`config.mk`:
```
export PLATFORM = sky130hd
export DESIGN_NAME = cordic_bus_regfile
export DESIGN_NICKNAME = d
export VERILOG_FILES = /design/src/rtl/cordic_bus_regfile.sv
export SDC_FILE = /design/constraint.sdc
export NUM_CORES = 1
export LEC_CHECK = 0
export BUFFER_PORTS_ARGS = -buffer_cell sky130_fd_sc_hd__buf_2
export CAP_MARGIN = 20
export CORE_UTILIZATION = 56
export CTS_CLUSTER_SIZE = 28
export DETAILED_ROUTE_END_ITERATION = 7
export PLACE_DENSITY = 0.86
export SYNTH_ARGS = -nofsm -noshare
export SYNTH_HDL_FRONTEND = slang
export SYNTH_SLANG_ARGS = --single-unit
```
`constraint.sdc`:
```
create_clock -name clk -period 3.8 [get_ports clk]
set_clock_uncertainty 0.1 [all_clocks]
set_input_delay 0.76 -clock clk [delete_from_list [all_inputs] [get_ports clk]]
set_output_delay 0.76 -clock clk [all_outputs]
set_load 0.1 [all_outputs]
```
`src/rtl/cordic_bus_regfile.sv`:
```
// cordic_bus_regfile
//
// Host-visible register file in front of the CORDIC Controller. Holds the
// control word and X/Y/Z operands the Controller consumes, takes the
// Controller's control/flag write-backs, captures the datapath results on a
// completing write-back, and turns the Controller interrupt level into a
// clear-on-read pending bit that drives the host irq line.
//
// Ports:
//   clk, rst                    clock, synchronous active-high reset
//   hostAddr/hostWrEn/hostRdEn  host word address and one-cycle strobes
//   hostWrData/hostRdData       host write data / registered read data
//   hostRdValid                 one-cycle pulse, the cycle after hostRdEn
//   controlRegisterInput        CONTROL register, to the Controller
//   xInput/yInput/zInput        operand registers, to the Controller
//   controlRegisterOutput       Controller control/flag word
//   controlRegisterWriteEnable  Controller write-back strobe
//   xResult/yResult/zResult     Controller datapath values
//   interrupt                   Controller interrupt level
//   irq                         host interrupt (registered pending bit)
//
// Address map: 0 CONTROL, 1 X_IN, 2 Y_IN, 3 Z_IN, 4 X_RES, 5 Y_RES,
// 6 Z_RES, 7 STATUS {collision, busy, irqPending}. Other addresses read 0.
//
// Optional build macro CORDIC_BUS_CYCLE_COUNT_EN: adds a read-only,
// saturating 32-bit CYCLES counter at address 8, cleared by an accepted start
// and counting every clock spent BUSY. Without it address 8 reads 0.
//
// Host handshake: hostWrEn and hostRdEn are single-cycle strobes that are
// always accepted (there is no ready/back-pressure). A write takes effect at
// the clock edge that samples it. A read samples the register contents before
// that edge and presents them on hostRdData together with a one-cycle
// hostRdValid pulse. hostRdData then holds until the next read.

module cordic_bus_regfile #(
  parameter int          p_WIDTH      = 32,
  parameter int          p_ADDR_WIDTH = 4,
  parameter logic [31:0] p_CTRL_RESET = 32'h00011FF0
) (
  input  logic                    clk,
  input  logic                    rst,
  input  logic [p_ADDR_WIDTH-1:0] hostAddr,
  input  logic                    hostWrEn,
  input  logic                    hostRdEn,
  input  logic [p_WIDTH-1:0]      hostWrData,
  output logic [p_WIDTH-1:0]      hostRdData,
  output logic                    hostRdValid,
  output logic [31:0]             controlRegisterInput,
  output logic [p_WIDTH-1:0]      xInput,
  output logic [p_WIDTH-1:0]      yInput,
  output logic [p_WIDTH-1:0]      zInput,
  input  logic [31:0]             controlRegisterOutput,
  input  logic                    controlRegisterWriteEnable,
  input  logic [p_WIDTH-1:0]      xResult,
  input  logic [p_WIDTH-1:0]      yResult,
  input  logic [p_WIDTH-1:0]      zResult,
  input  logic                    interrupt,
  output logic                    irq
);

  localparam logic [p_ADDR_WIDTH-1:0] A_CONTROL = p_ADDR_WIDTH'(0);
  localparam logic [p_ADDR_WIDTH-1:0] A_X_IN    = p_ADDR_WIDTH'(1);
  localparam logic [p_ADDR_WIDTH-1:0] A_Y_IN    = p_ADDR_WIDTH'(2);
  localparam logic [p_ADDR_WIDTH-1:0] A_Z_IN    = p_ADDR_WIDTH'(3);
  localparam logic [p_ADDR_WIDTH-1:0] A_X_RES   = p_ADDR_WIDTH'(4);
  localparam logic [p_ADDR_WIDTH-1:0] A_Y_RES   = p_ADDR_WIDTH'(5);
  localparam logic [p_ADDR_WIDTH-1:0] A_Z_RES   = p_ADDR_WIDTH'(6);
  localparam logic [p_ADDR_WIDTH-1:0] A_STATUS  = p_ADDR_WIDTH'(7);
`ifdef CORDIC_BUS_CYCLE_COUNT_EN
  localparam logic [p_ADDR_WIDTH-1:0] A_CYCLES  = p_ADDR_WIDTH'(8);
`endif

  typedef enum logic {
    IDLE = 1'b0,
    BUSY = 1'b1
  } state_t;

  state_t state;
  state_t stateNext;

  logic [31:0]        ctrlReg;
  logic [31:0]        ctrlNext;
  logic [p_WIDTH-1:0] xIn;
  logic [p_WIDTH-1:0] yIn;
  logic [p_WIDTH-1:0] zIn;
  logic [p_WIDTH-1:0] xRes;
  logic [p_WIDTH-1:0] yRes;
  logic [p_WIDTH-1:0] zRes;
  logic               irqPending;
  logic               collision;
  logic               collisionSet;
  logic               interruptPrev;
  logic [p_WIDTH-1:0] rdMux;
  logic [31:0]        hostWrWord;

`ifdef CORDIC_BUS_CYCLE_COUNT_EN
  logic [31:0]        cycleCount;
`endif

  logic busy;
  logic wbReady;
  logic wrControl;
  logic wrStatus;
  logic rdStatus;
  logic startAccept;
  logic interruptRise;
  logic irqClear;
  logic collisionClear;

  assign busy           = (state == BUSY);
  assign wbReady        = controlRegisterOutput[16];
  assign hostWrWord     = 32'(hostWrData);
  assign wrControl      = hostWrEn && (hostAddr == A_CONTROL);
  assign wrStatus       = hostWrEn && (hostAddr == A_STATUS);
  assign rdStatus       = hostRdEn && (hostAddr == A_STATUS);
  // A start that coincides with a write-back is dropped (collision).
  assign startAccept    = wrControl && !busy && !controlRegisterWriteEnable
                          && hostWrWord[0];
  assign interruptRise  = interrupt && !interruptPrev;
  assign irqClear       = rdStatus || (wrStatus && hostWrData[0]);
  assign collisionClear = wrStatus && hostWrData[2];

  assign controlRegisterInput = ctrlReg;
  assign xInput               = xIn;
  assign yInput               = yIn;
  assign zInput               = zIn;

  // FSM next state
  always_comb begin
    stateNext = state;
    case (state)
      IDLE: if (startAccept) stateNext = BUSY;
      BUSY: if (controlRegisterWriteEnable && wbReady) stateNext = IDLE;
    endcase
  end

  always_ff @(posedge clk) begin
    if (rst) state <= IDLE;
    else     state <= stateNext;
  end

  // CONTROL next value. The Controller write-back always wins; while BUSY
  // the stop bit (bit1) stays sticky across intermediate write-backs and is
  // dropped by the completing one. A host stop request landing on the same
  // edge as a write-back is merged in; any other colliding host CONTROL
  // write is lost and flagged.
  always_comb begin
    ctrlNext     = ctrlReg;
    collisionSet = 1'b0;
    if (controlRegisterWriteEnable) begin
      ctrlNext = controlRegisterOutput;
      if (busy) begin
        ctrlNext[1] = wbReady ? 1'b0 : (controlRegisterOutput[1] | ctrlReg[1]);
      end
      if (wrControl) begin
        if (busy && hostWrWord[1]) ctrlNext[1] = 1'b1;
        else                       collisionSet = 1'b1;
      end
    end else if (wrControl) begin
      if (busy) ctrlNext[1] = ctrlReg[1] | hostWrWord[1];
      else      ctrlNext    = hostWrWord;
    end
  end

  // Register file state
  always_ff @(posedge clk) begin
    if (rst) begin
      ctrlReg       <= p_CTRL_RESET;
      xIn           <= '0;
      yIn           <= '0;
      zIn           <= '0;
      xRes          <= '0;
      yRes          <= '0;
      zRes          <= '0;
      collision     <= 1'b0;
      irqPending    <= 1'b0;
      interruptPrev <= 1'b0;
      irq           <= 1'b0;
    end else begin
      ctrlReg <= ctrlNext;

      // Operands are frozen while the Controller is working on them.
      if (hostWrEn && !busy) begin
        if (hostAddr == A_X_IN) xIn <= hostWrData;
        if (hostAddr == A_Y_IN) yIn <= hostWrData;
        if (hostAddr == A_Z_IN) zIn <= hostWrData;
      end

      if (controlRegisterWriteEnable && wbReady) begin
        xRes <= xResult;
        yRes <= yResult;
        zRes <= zResult;
      end

      // Set has priority over clear for both sticky flags.
      collision     <= collisionSet || (collision && !collisionClear);
      irqPending    <= interruptRise || (irqPending && !irqClear);
      interruptPrev <= interrupt;
      irq           <= irqPending;
    end
  end

`ifdef CORDIC_BUS_CYCLE_COUNT_EN
  always_ff @(posedge clk) begin
    if (rst) begin
      cycleCount <= '0;
    end else if (startAccept) begin
      cycleCount <= '0;
    end else if (busy && (cycleCount != 32'hFFFF_FFFF)) begin
      cycleCount <= cycleCount + 32'd1;
    end
  end
`endif

  // Read mux sees pre-edge contents, so a STATUS read returns the value
  // before its own clear and a same-address write is not visible yet.
  always_comb begin
    rdMux = '0;
    case (hostAddr)
      A_CONTROL: rdMux = p_WIDTH'(ctrlReg);
      A_X_IN:    rdMux = xIn;
      A_Y_IN:    rdMux = yIn;
      A_Z_IN:    rdMux = zIn;
      A_X_RES:   rdMux = xRes;
      A_Y_RES:   rdMux = yRes;
      A_Z_RES:   rdMux = zRes;
      A_STATUS:  rdMux = p_WIDTH'({collision, busy, irqPending});
`ifdef CORDIC_BUS_CYCLE_COUNT_EN
      A_CYCLES:  rdMux = p_WIDTH'(cycleCount);
`endif
      default:   rdMux = '0;
    endcase
  end

  always_ff @(posedge clk) begin
    if (rst) begin
      hostRdData  <= '0;
      hostRdValid <= 1'b0;
    end else begin
      hostRdValid <= hostRdEn;
      if (hostRdEn) hostRdData <= rdMux;
    end
  end

endmodule

```
* After elaboration in Yosys (flattened, before gate mapping)
Cells that the tools add are included.
** Storage, ports and cells
- Output and inout port bits :: 162
- Register bits after elaboration :: 262
- Logic and storage cells :: 70
- Bits of input ports :: 170
** Operators by class
- Equal/unequal tests :: 8
- Mux-type cells :: 16
- Reduce and logical (&&, ||, !) cells :: 28
- Bitwise gates (word level) :: 3
** Operator list (number)
- 32-bit case mux with 8 select lines :: 1
- 32-bit 2-to-1 mux :: 2
- 30-bit 2-to-1 mux :: 1
- 4-bit by 3-bit == test with 1-bit output (second input constant) :: 4
- 1-bit logical AND :: 14
- 1-bit 2-to-1 mux :: 11
- 4-bit by 2-bit == test with 1-bit output (second input constant) :: 2
- 2-bit AND reduction :: 4
- 1-bit logical NOT :: 5
- 4-bit by 1-bit == test with 1-bit output (second input constant) :: 1
- 4-bit logical NOT :: 1
- 1-bit logical OR :: 3
- 2-bit inequality test (second input constant) :: 1
- 1-bit bitwise OR :: 2
- 1-bit case mux with 2 select lines :: 1
- 2-bit nonzero test :: 1
- 1-bit inverter :: 1

* Longest topological paths before layout
- Depth in word-level cells :: 7
- Depth in mapped cells :: 7
- Depth with buffers taken out :: 4

* Worst setup path after synthesis
OpenSTA, ideal clock, no wires.
- Kind :: input-to-reg
- From :: in hostAddr[3]
- To :: reg ctrlReg[10] (netlist: controlRegisterInput[10])
- Stages on the path :: 6
- Library setup time :: 0.140 ns
- Arrival :: 1.959 ns
- Path slack :: 1.601 ns
- Path buffers :: 2
- Data required time :: 3.560 ns
- Cell sequence :: buf_2 -> nor4b_4 -> nand2_1 -> buf_2 -> mux2i_1 -> a21oi_1
** Between the ends
- Word-level cells in the longest chain between the ends :: 4
** Ends and longest elaborated chain
- from (decl) :: line 42 : input logic [p_ADDR_WIDTH-1:0] hostAddr,
- 4-bit logical NOT :: line 113 : assign wrControl = hostWrEn && (hostAddr == A_CONTROL);
- 1-bit logical AND :: line 113
- 2-bit nonzero test (no line)
- 2-bit AND reduction (no line)
- to (signal assigned) :: line 168 : ctrlReg <= p_CTRL_RESET;
- to (signal assigned) :: line 180 : ctrlReg <= ctrlNext;
- to (decl) :: line 81 : logic [31:0] ctrlReg;
No other way between the ends.
A chain may end at the register's enable or synchronous reset.

* Final worst setup path
- From :: in hostAddr[2]
- To :: reg hostRdData[15]
** Between the ends
- Word-level cells in the longest chain between the ends :: 2
- Elaborated cells between the ends (all ways) :: 9
- Classes of those cells :: 7 x eq/ne; 1 x mux; 1 x reduce/logical
** Ends and longest elaborated chain
- 4-bit by 3-bit == test with 1-bit output (tied with other cells) :: line 219 : case (hostAddr)
- 32-bit case mux with 8 select lines * :: line 219
- to (signal assigned) :: line 241 : if (hostRdEn) hostRdData <= rdMux;
- to (decl) :: line 46 : output logic [p_WIDTH-1:0] hostRdData,
Every way passes the cells marked *; elsewhere a longest branch is shown, timed or not.

==> impl_metrics.toml <==
[critical_path]
worst-path-max-fanout = 23
worst_setup_path_end_kind = "flip-flop"
crit_type = "input pin to flip-flop"
worst_ep_arrival_time_ns = 3.27
worst_setup_path_start_kind = "input pin"
cp.required_ns = 4.06

[power]
irDropWorstVdd_v = 0.000341
power.density_nw_per_um2 = 476
power.net_switching_mw = 1.82
leakage_power_nw = 5.59
sequentialPowerShare = 0.451
power_switching_share = 0.282
cellInternalPower_mw = 4.63
share_clk_of_total_power = 0.414
power.share.combinational = 0.136

[cts]
cts_sinks = 262
clk_root_buffer_cell = "clkbuf_16"
post_cts.repair.setup_buffers = 0
clk_pin_slew_ns = 0.07
cts-buffers-inserted = 27
maximum_root_to_sink_buffer_count = 3
cts_hold_repair.buffers = 0
cts_htree_levels = 1
cts_tree = "yes"
cts_resized = 0
clk_latency_ns = 0.53

[yosys]
netlist.area_leader.share = 0.480
ys_dominant_reg_cell = "dfxtp_1"
synth_edf_count = 0
ys.warnings.count = 0
asyncSetResetFlopFracSynth = 0
syn_inst_count = 1344
seq_area_frac_synth = 0.480
synth_most_common_cell = "nand2_1"
mapped_nets = 1514
synth_area_um2 = 10900
synth_top_cell_by_area = "dfxtp_1"
synthDistinctLibCells = 45
synth.ff_latch_count = 262
syn_avg_cell_area_um2 = 8.13
commonest_cells_post_synth = "447 x nand2_1, 262 x dfxtp_1, 209 x a21oi_1"
netlist_top_cells_area = "dfxtp_1 48%, nand2_1 15%, a21oi_1 9.6%"

[sta]
drv_slew = 0
timing.final.setup_violations = 0
final.setup.tns_ns = 0
final_worst_path_period_share = 0.792
max_freq_ghz = 0.332
unrepaired_setup_endpoints_after_global_routing = "no"
maxSlewHeadroom = 0.294
period_minus_slack_ns = 3.01
slew_at_the_pin_with_the_worst_max_slew_slack_ns = 1.05
hold_slack_ns = 0.342
setup_slack_ns = 0.791
finalHoldViolations = 0

[layout]
layout.filler_cells = 1561
syn_to_final_growth_pct = 23.9
fin_cells = 1890
postLayoutCoreUtil = 0.717
drive_above_1_share = 0.259
num-nets-final = 1782

[global_routing]
grt_pass1_vias = 10734
grt_start_max_net_pins = 163
wire_length_of_the_first_global_routing_pass_um = 62400
grt_overflow_total = 0
grt_use_total = 0.408
grt_antenna_before_repair = 2

[floorplanning]
die_x_um = 142
starting_density_of_the_core = 0.579
num_rows = 50
die_outline_area_um2 = 20100
number_of_primary_i_o_pins = 332
core_area_um2 = 18900
die_h_um = 142

[status]
result_of_the_run = "complete, no violations"

[placement]
gp_congestion = 0.967
io_buffers = 331
place_ws_ns = 0.498
dpl.cell_count = 1842
detailed_place_hpwl_um = 29400

[route]
vias_per_cell = 6.19
drc = 0
detail_route.first_pass.iterations = 6
via_count = 11698
wl_um = 41800
drtAntennaViolNets = 0
detail_route.iter0.violations = 1559
wire_per_inst_um = 22.1

[min_path]
hold_class = "flip-flop to flip-flop"

[run]
drv_cap = 0
## per-layer routing
metal	up-vias	routed length [um]	GRT usage
li1	5210	-	-
met1	5370	15700	0.542
met2	952	17700	0.599
met3	164	6520	0.143
met4	2	1990	0.175
met5	-	11	0
## final cells by class
type / count / area (um^2) / share of cell area
Antenna cell: 1 / 2.50 / 0.000185
Clock inverter: 8 / 93.8 / 0.00693
Multi-Input combinational cell: 958 / 5120 / 0.378
Sequential cell: 262 / 5250 / 0.387
Timing Repair Buffer: 356 / 1940 / 0.143
Tap cell: 260 / 325 / 0.0240
Inverter: 7 / 26.3 / 0.00194
Clock buffer: 38 / 797 / 0.0589
## flip-flops by register name, summed over array words and instances (netlist names), 32 cells and up
register	flops
yRes	32
zInput	32
controlRegisterInput	32
zRes	32
xInput	32
hostRdData	32
xRes	32
yInput	32
## placed cells by master, fill, tap and decap left out, types with 5 or more instances in the layout
| cell | n |
|---|---|
| dfxtp_1 | 262 |
| o21ai_0 | 9 |
| inv_1 | 6 |
| nor3_1 | 11 |
| clkbuf_16 | 27 |
| nand3_1 | 25 |
| o221ai_1 | 25 |
| a22oi_1 | 29 |
| nand2_1 | 446 |
| buf_4 | 18 |
| buf_2 | 330 |
| a22o_1 | 14 |
| mux2i_1 | 40 |
| a222oi_1 | 11 |
| nor2_1 | 26 |
| clkinv_2 | 5 |
| nand3b_1 | 6 |
| a311oi_1 | 21 |
| buf_12 | 5 |
| nor2b_1 | 5 |
| o2bb2ai_1 | 17 |
| mux2_2 | 10 |
| clkbuf_8 | 8 |
| a21oi_1 | 209 |
| a221oi_1 | 14 |
## through the flow
| step | instance area [um^2] | power, mW |
|---|---|---|
| 2_1_floorplan | 10900 | 3.53 |
| 3_3_place_gp | 12600 | 3.80 |
| 3_5_place_dp | 12600 | 3.81 |
| 4_1_cts | 13500 | 6.41 |
| 5_1_grt | 13500 | 6.60 |
| 6_report | 13500 | 6.45 |
## final timing paths
check	from	end	slack, ns	cells past startpoint
worst max-delay path	hostAddr[2]	hostRdData[15]	0.79	6
worst min-delay path	interruptPrev	irqPending	0.34	1
worst max register to register	busy	controlRegisterInput[6]	1.59	5
worst min register to register	interruptPrev	irqPending	0.34	1
## worst max-delay path, stage by stage
cell and delay, ns:
buf_2 0.48, buf_4 0.34, nor2_1 0.17, and2_1 0.41, a222oi_1 0.87, o221ai_1 0.22
## power by group through the flow
stage | Combinational [mW] | Clock (mW) | Sequential (mW)
finish | 0.875 | 2.67 | 2.91
global route | 0.912 | 2.77 | 2.91
CTS | 0.852 | 2.66 | 2.90
detailed placement | 0.849 | 0 | 2.96
global placement | 0.839 | 0 | 2.96
floorplan | 0.292 | 0 | 3.24
## cell families after synthesis
family / share of synthesized area
multiplexers: 0.0469
AO/OA/AOI/OAI: 0.213
buffers and inverters: 0.0537
AND/OR/NAND/NOR: 0.206
flip-flops: 0.480
Note: power is estimated with default switching activity, not from simulation.
